--- src/rtl/pc_sequencer.sv ---
`default_nettype none
// ============================================================================
// Module   : pc_sequencer
// Purpose  : Program-counter and execution sequencer for the 9-bit-instruction
//            single-issue core. Starts a program on Start, steps PC one
//            instruction per cycle, redirects on taken branches, inserts a
//            one-cycle writeback slot after each load, and flags Done once
//            control leaves the program. Counts RUN+WAIT cycles, saturating.
// Ports    : Clk        - system clock, rising edge
//            Reset      - synchronous, active-high reset
//            Start      - begin program at PC 0 (honoured in IDLE/DONE only)
//            Branch     - decoder branch flag for instruction at PC
//            Taken      - ALU equality result for the current branch
//            Target     - absolute branch target
//            Load       - decoder load flag for instruction at PC
//            ProgLen    - number of instructions in the program
//            PC         - instruction-memory address of current instruction
//            Exec       - instruction at PC is live
//            LoadWb     - data-memory read data valid for register writeback
//            Done       - program finished (level until next Start)
//            CycleCount - RUN+WAIT cycles of the last/current program
// Revision : 1.0 - initial release
// ============================================================================
module pc_sequencer #(
  parameter int PC_W  = 10,
  parameter int CNT_W = 16
) (
  input  logic             Clk,
  input  logic             Reset,
  input  logic             Start,
  input  logic             Branch,
  input  logic             Taken,
  input  logic [PC_W-1:0]  Target,
  input  logic             Load,
  input  logic [PC_W-1:0]  ProgLen,
  output logic [PC_W-1:0]  PC,
  output logic             Exec,
  output logic             LoadWb,
  output logic             Done,
  output logic [CNT_W-1:0] CycleCount
);

  localparam logic [PC_W-1:0]  c_PC_ONE  = {{(PC_W-1){1'b0}}, 1'b1};
  localparam logic [CNT_W-1:0] c_CNT_ONE = {{(CNT_W-1){1'b0}}, 1'b1};

  typedef enum logic [1:0] {
    S_IDLE = 2'd0,
    S_RUN  = 2'd1,
    S_WAIT = 2'd2,
    S_DONE = 2'd3
  } state_t;

  state_t           state_q;
  logic [PC_W-1:0]  pc_q;
  logic [CNT_W-1:0] cnt_q;

  logic [PC_W-1:0]  npc_d;
  logic             npc_end_d;
  logic [CNT_W-1:0] cnt_d;

  // Next-PC select. Only a RUN-state taken branch redirects; WAIT always
  // falls through to PC+1. The end test is unsigned against ProgLen.
  always_comb begin
    npc_d = pc_q + c_PC_ONE;
    if ((state_q == S_RUN) && Branch && Taken) begin
      npc_d = Target;
    end
    npc_end_d = (npc_d >= ProgLen);
  end

  // Saturating increment: the count sticks at all-ones instead of wrapping.
  always_comb begin
    cnt_d = (cnt_q == '1) ? cnt_q : (cnt_q + c_CNT_ONE);
  end

  always_ff @(posedge Clk) begin
    if (Reset) begin
      state_q <= S_IDLE;
      pc_q    <= '0;
      cnt_q   <= '0;
    end else begin
      case (state_q)
        S_IDLE, S_DONE: begin
          if (Start) begin
            pc_q    <= '0;
            cnt_q   <= '0;
            // An empty program finishes without ever presenting a live slot.
            state_q <= (ProgLen == '0) ? S_DONE : S_RUN;
          end
        end
        S_RUN: begin
          cnt_q <= cnt_d;
          if (Load) begin
            // PC holds so the load stays addressed during its writeback slot;
            // a coincident branch flag is ignored.
            state_q <= S_WAIT;
          end else if (npc_end_d) begin
            state_q <= S_DONE;
          end else begin
            pc_q <= npc_d;
          end
        end
        S_WAIT: begin
          cnt_q <= cnt_d;
          if (npc_end_d) begin
            state_q <= S_DONE;
          end else begin
            state_q <= S_RUN;
            pc_q    <= npc_d;
          end
        end
        default: begin
          state_q <= S_IDLE;
        end
      endcase
    end
  end

  // Status outputs are pure decodes of the registered state.
  assign PC         = pc_q;
  assign CycleCount = cnt_q;
  assign Exec       = (state_q == S_RUN);
  assign LoadWb     = (state_q == S_WAIT);
  assign Done       = (state_q == S_DONE);

endmodule
`default_nettype wire

--- config.mk ---
export PLATFORM = sky130hd
export DESIGN_NAME = pc_sequencer
export DESIGN_NICKNAME = d
export VERILOG_FILES = /design/src/rtl/pc_sequencer.sv
export SDC_FILE = /design/constraint.sdc
export NUM_CORES = 1
export LEC_CHECK = 0
export CAP_MARGIN = 10
export CORE_MARGIN = 4
export CORE_UTILIZATION = 43
export DETAILED_ROUTE_END_ITERATION = 8
export PLACE_DENSITY_LB_ADDON = 0.15
export SYNTH_ARGS = -nofsm -noshare
export SYNTH_HDL_FRONTEND = slang
export SYNTH_SLANG_ARGS = --single-unit
export TNS_END_PERCENT = 1
--- constraint.sdc ---
create_clock -name Clk -period 2.8 [get_ports Clk]
set_input_delay 0.56 -clock Clk [delete_from_list [all_inputs] [get_ports Clk]]
set_output_delay 0.56 -clock Clk [all_outputs]
set_load 0.02 [all_outputs]
[After elaboration in Yosys (flattened, before gate mapping)]
Index checks and enable logic that the tools add are counted.
Word-level totals
  register bits after elaboration: 28
  input bits: 26
  output and inout port bits: 29
  word-level logic and storage cells: 37
Cells by class
  add/sub/neg operators: 2
  $lt $le $gt $ge: 1
  eq/ne operators: 8
  mux-type cells: 14
  reduce and logical (&&, ||, !) cells: 9
Operators by type and width (count)
  two-way mux 10 bit: 4
  two-way mux 16 bit: 2
  one-hot mux 16 bit (2 select lines): 1
  one-hot mux 10 bit (3 select lines): 1
  adder 16 x 1 -> 16 bit (second input constant): 1
  equality test 16 bit (second input constant): 1
  adder 10 x 1 -> 10 bit (second input constant): 1
  >= comparator 10 bit: 1
  zero test 10 bit: 1
  two-way mux 2 bit: 5
  inequality test 2 bit (second input constant): 3
  one-hot mux 2 bit (3 select lines): 1
  AND reduction 2 bit: 3
  equality test 2 bit (second input constant): 2
  OR reduction 2 bit: 2
  inequality test 3 x 2 -> 1 bit (second input constant): 1
  equality test 2 x 1 -> 1 bit (second input constant): 1
  logical AND 1 bit: 2
  zero test 2 bit: 1

[Longest topological paths before layout]
  depth in word-level cells: 8
  mapped depth: 13
  depth with buffers taken out: 11

[Worst setup path before layout]
OpenSTA, ideal clock, no wires.
  path type: register to register
  start point: register state_q[1]
  end point: register pc_q[2] (netlist: PC[2])
  library setup time: 0.117 ns
  data arrival time: 2.857 ns
  required time: 2.683 ns
  path slack: -0.174 ns
  stages on the path, launching flop included: 12
  path buffers: 2
  period minus slack after synthesis: 2.974 ns
  path through: dfxtp_1 inv_1 ha_1 nand3_1 clkbuf_1 a21oi_1 ha_1 nand4_1 o41a_1 and3_1 clkbuf_1 a22o_1
On the way
  longest elaborated chain between the ends: 8
  elaborated cells on any way between the ends: 15
  those cells by class: 1 x order compare; 5 x eq/ne; 4 x mux; 5 x reduce/logical
Ends and longest elaborated chain
  start, declared: line 53  | state_t state_q;
  start signal, assigned: line 88  | state_q <= (ProgLen == '0) ? S_DONE : S_RUN;
  equality test 2 x 1 -> 1 bit (*)
  via Exec: line 37  | output logic Exec,
  logical AND 1 bit (2 in a row): line 65  | if ((state_q == S_RUN) && Branch && Taken) begin
  two-way mux 10 bit: line 65
  >= comparator 10 bit: line 68  | npc_end_d = (npc_d >= ProgLen);
  two-way mux 10 bit: line 97, 105
  two-way mux 10 bit: line 93  | if (Load) begin
  one-hot mux 10 bit (3 select lines): line 82  | case (state_q)
  end signal, assigned: line 100  | pc_q <= npc_d;
  end signal, assigned: line 109  | pc_q <= npc_d;
  end, declared: line 54  | logic [PC_W-1:0] pc_q;
Mark *: on every way through the listed nets, which the timed path passes. The rest lies on a longest branch. The select of a mux whose other input is x is not followed.
A chain may end at the register's enable or synchronous reset.

[Worst setup path after layout]
  start point: register pc_q[6] (netlist: PC[6])
  end point: register state_q[0]
On the way
  longest elaborated chain between the ends: 5
Ends and longest elaborated chain
  adder 10 x 1 -> 10 bit: line 64  | npc_d = pc_q + c_PC_ONE;
  two-way mux 10 bit: line 65
  >= comparator 10 bit: line 68
  inequality test 3 x 2 -> 1 bit (no line)
  AND reduction 2 bit (no line)
Every way passes these cells.

==> report_table.html <==
<table>
<tr><th>Metric</th><th>Value</th></tr>
<tr><th colspan="2">Run</th></tr>
<tr><td>Max-cap violation count</td><td>0</td></tr>
<tr><th colspan="2">Cells and area</th></tr>
<tr><td>Nets@finish</td><td>362</td></tr>
<tr><td>Post-layout utilization of the core</td><td>70.5%</td></tr>
<tr><td>Number of diodes</td><td>0</td></tr>
<tr><td>Share of layout cells above drive strength 1</td><td>around 22%</td></tr>
<tr><td>Non-filler cells, final</td><td>between 300 and 400</td></tr>
<tr><td>Layout overhead on the synthesized area</td><td>53.9%</td></tr>
<tr><td>Final std cell area, no fill</td><td>2900 um2</td></tr>
<tr><td>Fill cell instance count of the final layout</td><td>around 340</td></tr>
<tr><th colspan="2">Detailed routing</th></tr>
<tr><td>First-pass iteration count of the detailed router</td><td>4</td></tr>
<tr><td>Wire length per cell after detailed routing</td><td>roughly 15 um</td></tr>
<tr><td>DRT iter0 DRCs</td><td>slightly below 90</td></tr>
<tr><td>Total wirelength of the detailed-routed design</td><td>between 5000 and 6000 um</td></tr>
<tr><td>Post-detailed-route DRC marker count</td><td>0</td></tr>
<tr><td>Average via count per standard cell</td><td>between 5 and 6</td></tr>
<tr><td>Routed via count</td><td>2,027</td></tr>
<tr><td>Antenna Violating Nets Remaining</td><td>0</td></tr>
<tr><th colspan="2">STA</th></tr>
<tr><td>Final-report setup violation count</td><td>0</td></tr>
<tr><td>Min Hold Slack</td><td>0.516 ns</td></tr>
<tr><td>Crit path time final</td><td>2.65 ns</td></tr>
<tr><td>Total Neg Setup Slack</td><td>0 ns</td></tr>
<tr><td>Fin worst setup slack</td><td>0.151 ns</td></tr>
<tr><td>Max Clk Rate</td><td>roughly 380 MHz</td></tr>
<tr><td>Slew Limit Fails</td><td>0</td></tr>
<tr><td>Final cycle utilization of the critical path</td><td>between 90 and 100%</td></tr>
<tr><td>Worst Tran Pin Value</td><td>between 0.4 and 0.5 ns</td></tr>
<tr><td>Endpoints failing hold</td><td>0</td></tr>
<tr><td>Worst clock skew on the final layout</td><td>just over 0.002 ns</td></tr>
<tr><td>Relative slew slack</td><td>66.5%</td></tr>
<tr><th colspan="2">Yosys</th></tr>
<tr><td>Share of async-settable or async-resettable flops after synthesis</td><td>0%</td></tr>
<tr><td>Post-synthesis area per instance</td><td>about 8.2 um2</td></tr>
<tr><td>Post-synthesis sequential area ratio</td><td>between 20% and 30%</td></tr>
<tr><td>Number of enable-type register cells in the synthesized netlist</td><td>0</td></tr>
<tr><td>Post-synthesis share of cell area spent on xor and xnor gates</td><td>5.57%</td></tr>
<tr><td>Share of the synthesized area in the top cell type</td><td>between 20% and 30%</td></tr>
<tr><td>Synth Area in Adders</td><td>between 9 and 10%</td></tr>
<tr><td>Yosys Warn Count</td><td>0</td></tr>
<tr><td>Post-synthesis share of cell area spent on and, or, nand and nor gates</td><td>roughly 25%</td></tr>
<tr><td>Top post-synthesis cells by area</td><td>sky130_fd_sc_hd__dfxtp_1 30%, sky130_fd_sc_hd__ha_1 10%, sky130_fd_sc_hd__a21oi_1 6.6%</td></tr>
<tr><td>Mapped Nets</td><td>about 270</td></tr>
<tr><td>Dominant combinational cell family by area after synthesis</td><td>simple AND/OR/NAND/NOR gates</td></tr>
<tr><td>Yosys reg bits</td><td>28</td></tr>
<tr><td>Unique cell type count in the Yosys netlist</td><td>52</td></tr>
<tr><td>Most frequently used flop master after synthesis</td><td>sky130_fd_sc_hd__dfxtp_1</td></tr>
<tr><td>Compound-gate portion of the synthesized area</td><td>22.6%</td></tr>
<tr><td>Multiplexer share of the synthesized area</td><td>1.13%</td></tr>
<tr><td>Post-Synthesis Cell Area</td><td>~1900 um2</td></tr>
<tr><td>Cell type contributing the most total cell area after synthesis</td><td>sky130_fd_sc_hd__dfxtp_1</td></tr>
<tr><td>Number of instances in the synthesized netlist</td><td>231</td></tr>
<tr><th colspan="2">Status</th></tr>
<tr><td>Status</td><td>complete, no violations</td></tr>
<tr><th colspan="2">Critical path</th></tr>
<tr><td>Crit path max fanout</td><td>4</td></tr>
<tr><td>Capturing element type of the critical path</td><td>flip-flop</td></tr>
<tr><td>Crit path launch type</td><td>flip-flop</td></tr>
<tr><td>Critical Setup Path Class</td><td>reg -&gt; reg</td></tr>
<tr><td>Data arrival time of the critical path</td><td>around 2.8 ns</td></tr>
<tr><td>Critical Path RT</td><td>2.97 ns</td></tr>
<tr><th colspan="2">Floorplanning</th></tr>
<tr><td>Width of the die</td><td>74.2 um</td></tr>
<tr><td>Number of primary I/O pins</td><td>55</td></tr>
<tr><td>Initial Utilization</td><td>between 40% and 50%</td></tr>
<tr><td>Floorplan die area</td><td>between 5000 and 6000 um2</td></tr>
<tr><td>Row count</td><td>23</td></tr>
<tr><td>Area inside the core boundary</td><td>between 4000 and 5000 um2</td></tr>
<tr><td>Chip height</td><td>74.2 um</td></tr>
<tr><th colspan="2">Power and ir drop</th></tr>
<tr><td>Cell leakage power</td><td>1.14 nW</td></tr>
<tr><td>Fraction of power consumed by the clock network</td><td>18.5%</td></tr>
<tr><td>Worst IR Drop VDD</td><td>0.609 mV</td></tr>
<tr><td>Power after layout</td><td>1.74 mW</td></tr>
<tr><td>Internal cell power</td><td>~1.1 mW</td></tr>
<tr><td>Reg power frac</td><td>between 20 and 30%</td></tr>
<tr><td>P per Cell Area</td><td>roughly 600 nW/um2</td></tr>
<tr><td>Sw power</td><td>0.635 mW</td></tr>
<tr><td>Switch share</td><td>36.6%</td></tr>
<tr><td>Share of power burned in combinational logic</td><td>a little over half</td></tr>
<tr><th colspan="2">Global routing</th></tr>
<tr><td>First-pass GRT wire length</td><td>a little under 9000 um</td></tr>
<tr><td>Number of global-route vias before repair</td><td>1,898</td></tr>
<tr><td>Number of antenna violations at the first check in global routing</td><td>0</td></tr>
<tr><td>Total global-route track usage</td><td>about a fifth</td></tr>
<tr><td>Largest net degree at the start of global routing</td><td>17</td></tr>
<tr><td>Final global-route overflow total</td><td>0</td></tr>
<tr><th colspan="2">Placed design</th></tr>
<tr><td>Number of instances in the placed design</td><td>around 370</td></tr>
<tr><td>Detailed placer's ending HPWL</td><td>between 4000 and 5000 um</td></tr>
<tr><td>Instance area after placement</td><td>2740 um2</td></tr>
<tr><td>GPL Wtd Cong</td><td>0.808</td></tr>
<tr><td>Worst-case setup slack after placement</td><td>-0.414 ns</td></tr>
<tr><td>Port Buffers</td><td>54</td></tr>
<tr><th colspan="2">Clock network</th></tr>
<tr><td>Number of clock sinks seen by CTS</td><td>28</td></tr>
<tr><td>TritonCTS clock tree</td><td>built</td></tr>
<tr><td>Cts hold-fix bufs</td><td>0</td></tr>
<tr><td>Clock-pin transition on the worst setup and hold timing paths</td><td>about 0.10 ns</td></tr>
<tr><td>Insertion delay to the later sink of the worst-skew pair</td><td>~0.27 ns</td></tr>
<tr><td>Clock root buffer master</td><td>sky130_fd_sc_hd__clkbuf_8</td></tr>
<tr><td>H-tree Lvls</td><td>1</td></tr>
<tr><td>Longest Clk Path Bufs</td><td>2</td></tr>
<tr><td>Cts bufs inserted</td><td>3</td></tr>
<tr><th colspan="2">Worst hold path</th></tr>
<tr><td>Tightest Hold Check Type</td><td>reg -&gt; reg</td></tr>
</table>
metal layers:
metal / up-vias / GRT usage, % / wire length, um
met5: - / 0 / 0
met4: 0 / 2.17 / 15
met3: 2 / 3.24 / 346
met2: 75 / 32.9 / 2550
met1: 925 / 29.8 / 2570
li1: 1025 / - / -
cells in the mapped netlist, types with 2 or more instances:
| library cell | number |
|---|---|
| sky130_fd_sc_hd__or2_2 | 2 |
| sky130_fd_sc_hd__o21ai_1 | 3 |
| sky130_fd_sc_hd__dfxtp_1 | 28 |
| sky130_fd_sc_hd__nor2b_1 | 3 |
| sky130_fd_sc_hd__nand2_1 | 16 |
| sky130_fd_sc_hd__nand2b_1 | 3 |
| sky130_fd_sc_hd__nor4_1 | 4 |
| sky130_fd_sc_hd__xnor2_1 | 10 |
| sky130_fd_sc_hd__a21oi_1 | 25 |
| sky130_fd_sc_hd__a31oi_1 | 3 |
| sky130_fd_sc_hd__inv_1 | 17 |
| sky130_fd_sc_hd__o21a_1 | 2 |
| sky130_fd_sc_hd__xor2_1 | 2 |
| sky130_fd_sc_hd__nand3_1 | 12 |
| sky130_fd_sc_hd__nand4_1 | 4 |
| sky130_fd_sc_hd__nor2_1 | 21 |
| sky130_fd_sc_hd__or3_1 | 5 |
| sky130_fd_sc_hd__a22o_1 | 9 |
| sky130_fd_sc_hd__ha_1 | 15 |
| sky130_fd_sc_hd__or4_1 | 2 |
| sky130_fd_sc_hd__clkbuf_1 | 3 |
| sky130_fd_sc_hd__a41o_1 | 2 |
| sky130_fd_sc_hd__o21ai_0 | 5 |
| sky130_fd_sc_hd__nor3_1 | 5 |
| sky130_fd_sc_hd__and3_1 | 2 |
| sky130_fd_sc_hd__o31ai_1 | 2 |
repair_timing:
item / 4_1_cts / 5_1_grt
gates resized for setup: 4 / 20
setup buffers: 0 / 1
hold endpoints to repair: 0 / 0
pin swaps: 0 / 7
setup endpoints to repair: 12 / 12
cell type report:
cell class                 instances  area (um2)  share of cell area (%)
sequential                        28         566                    19.5
tap                               50        62.6                    2.16
multi-input combinational        179        1290                    44.4
clock buffer                       3        41.3                    1.42
timing repair buffer              92         851                    29.3
inverter                          17        63.8                    2.20
clock inverter                     1        30.0                    1.03
worst paths after layout:
check | startpoint | to | slack [ns] | cells after the start
max | PC[6] | state_q[0] | 0.15 | 12
min | CycleCount[15] | CycleCount[15] | 0.52 | 2
max reg2reg | PC[6] | state_q[0] | 0.15 | 12
min reg2reg | CycleCount[15] | CycleCount[15] | 0.52 | 2
kinds of logic (layout without fill, tap and decap cells):
family	after synthesis	count (layout)
and+or+nand+nor	88	88
AOI/OAI and AO/OA	62	62
adders and majority gates	15	15
xor gates and xnor gates	12	12
buffers and inverters	24	113
DFF	28	28
muxes	2	2
worst max-delay path: stages, from the launching register on:
cell	delay (ns)
sky130_fd_sc_hd__dfxtp_1	0.37
sky130_fd_sc_hd__buf_4	0.14
sky130_fd_sc_hd__nand2_1	0.06
sky130_fd_sc_hd__nor3_2	0.22
sky130_fd_sc_hd__xnor2_2	0.16
sky130_fd_sc_hd__a21oi_2	0.09
sky130_fd_sc_hd__ha_1	0.30
sky130_fd_sc_hd__a211o_1	0.28
sky130_fd_sc_hd__a21oi_2	0.12
sky130_fd_sc_hd__o41a_1	0.25
sky130_fd_sc_hd__buf_4	0.16
sky130_fd_sc_hd__a31oi_2	0.09
sky130_fd_sc_hd__o221a_2	0.28
layout by cell type, fill, tap and decap left out, drive strengths merged, types with 2 or more instances in the layout:
cell type / n
a21oi: 25
a22o: 9
a31oi: 3
a41o: 2
and3: 2
buf: 38
clkbuf: 3
clkdlybuf4s50: 52
dfxtp: 28
dlymetal6s2s: 2
ha: 15
inv: 17
nand2: 17
nand2b: 3
nand3: 12
nand4: 5
nor2: 21
nor2b: 3
nor3: 6
nor4: 5
o21a: 2
o21ai: 8
o31ai: 2
or2: 2
or3: 5
or4: 3
xnor2: 10
xor2: 2
flip-flops by register name (all words and copies together) (netlist names):
register,cells
PC,10
state_q,2
CycleCount,16
power groups by stage:
stage	clock network (mW)	logic [mW]	registers, mW
after floorplan	0	0.453	0.531
after global placement	0	0.879	0.485
after detailed placement	0	0.884	0.486
after CTS	0.329	0.909	0.477
after global routing	0.344	1.02	0.489
final	0.321	0.931	0.483
Note: power is estimated with default switching activity, not from simulation.
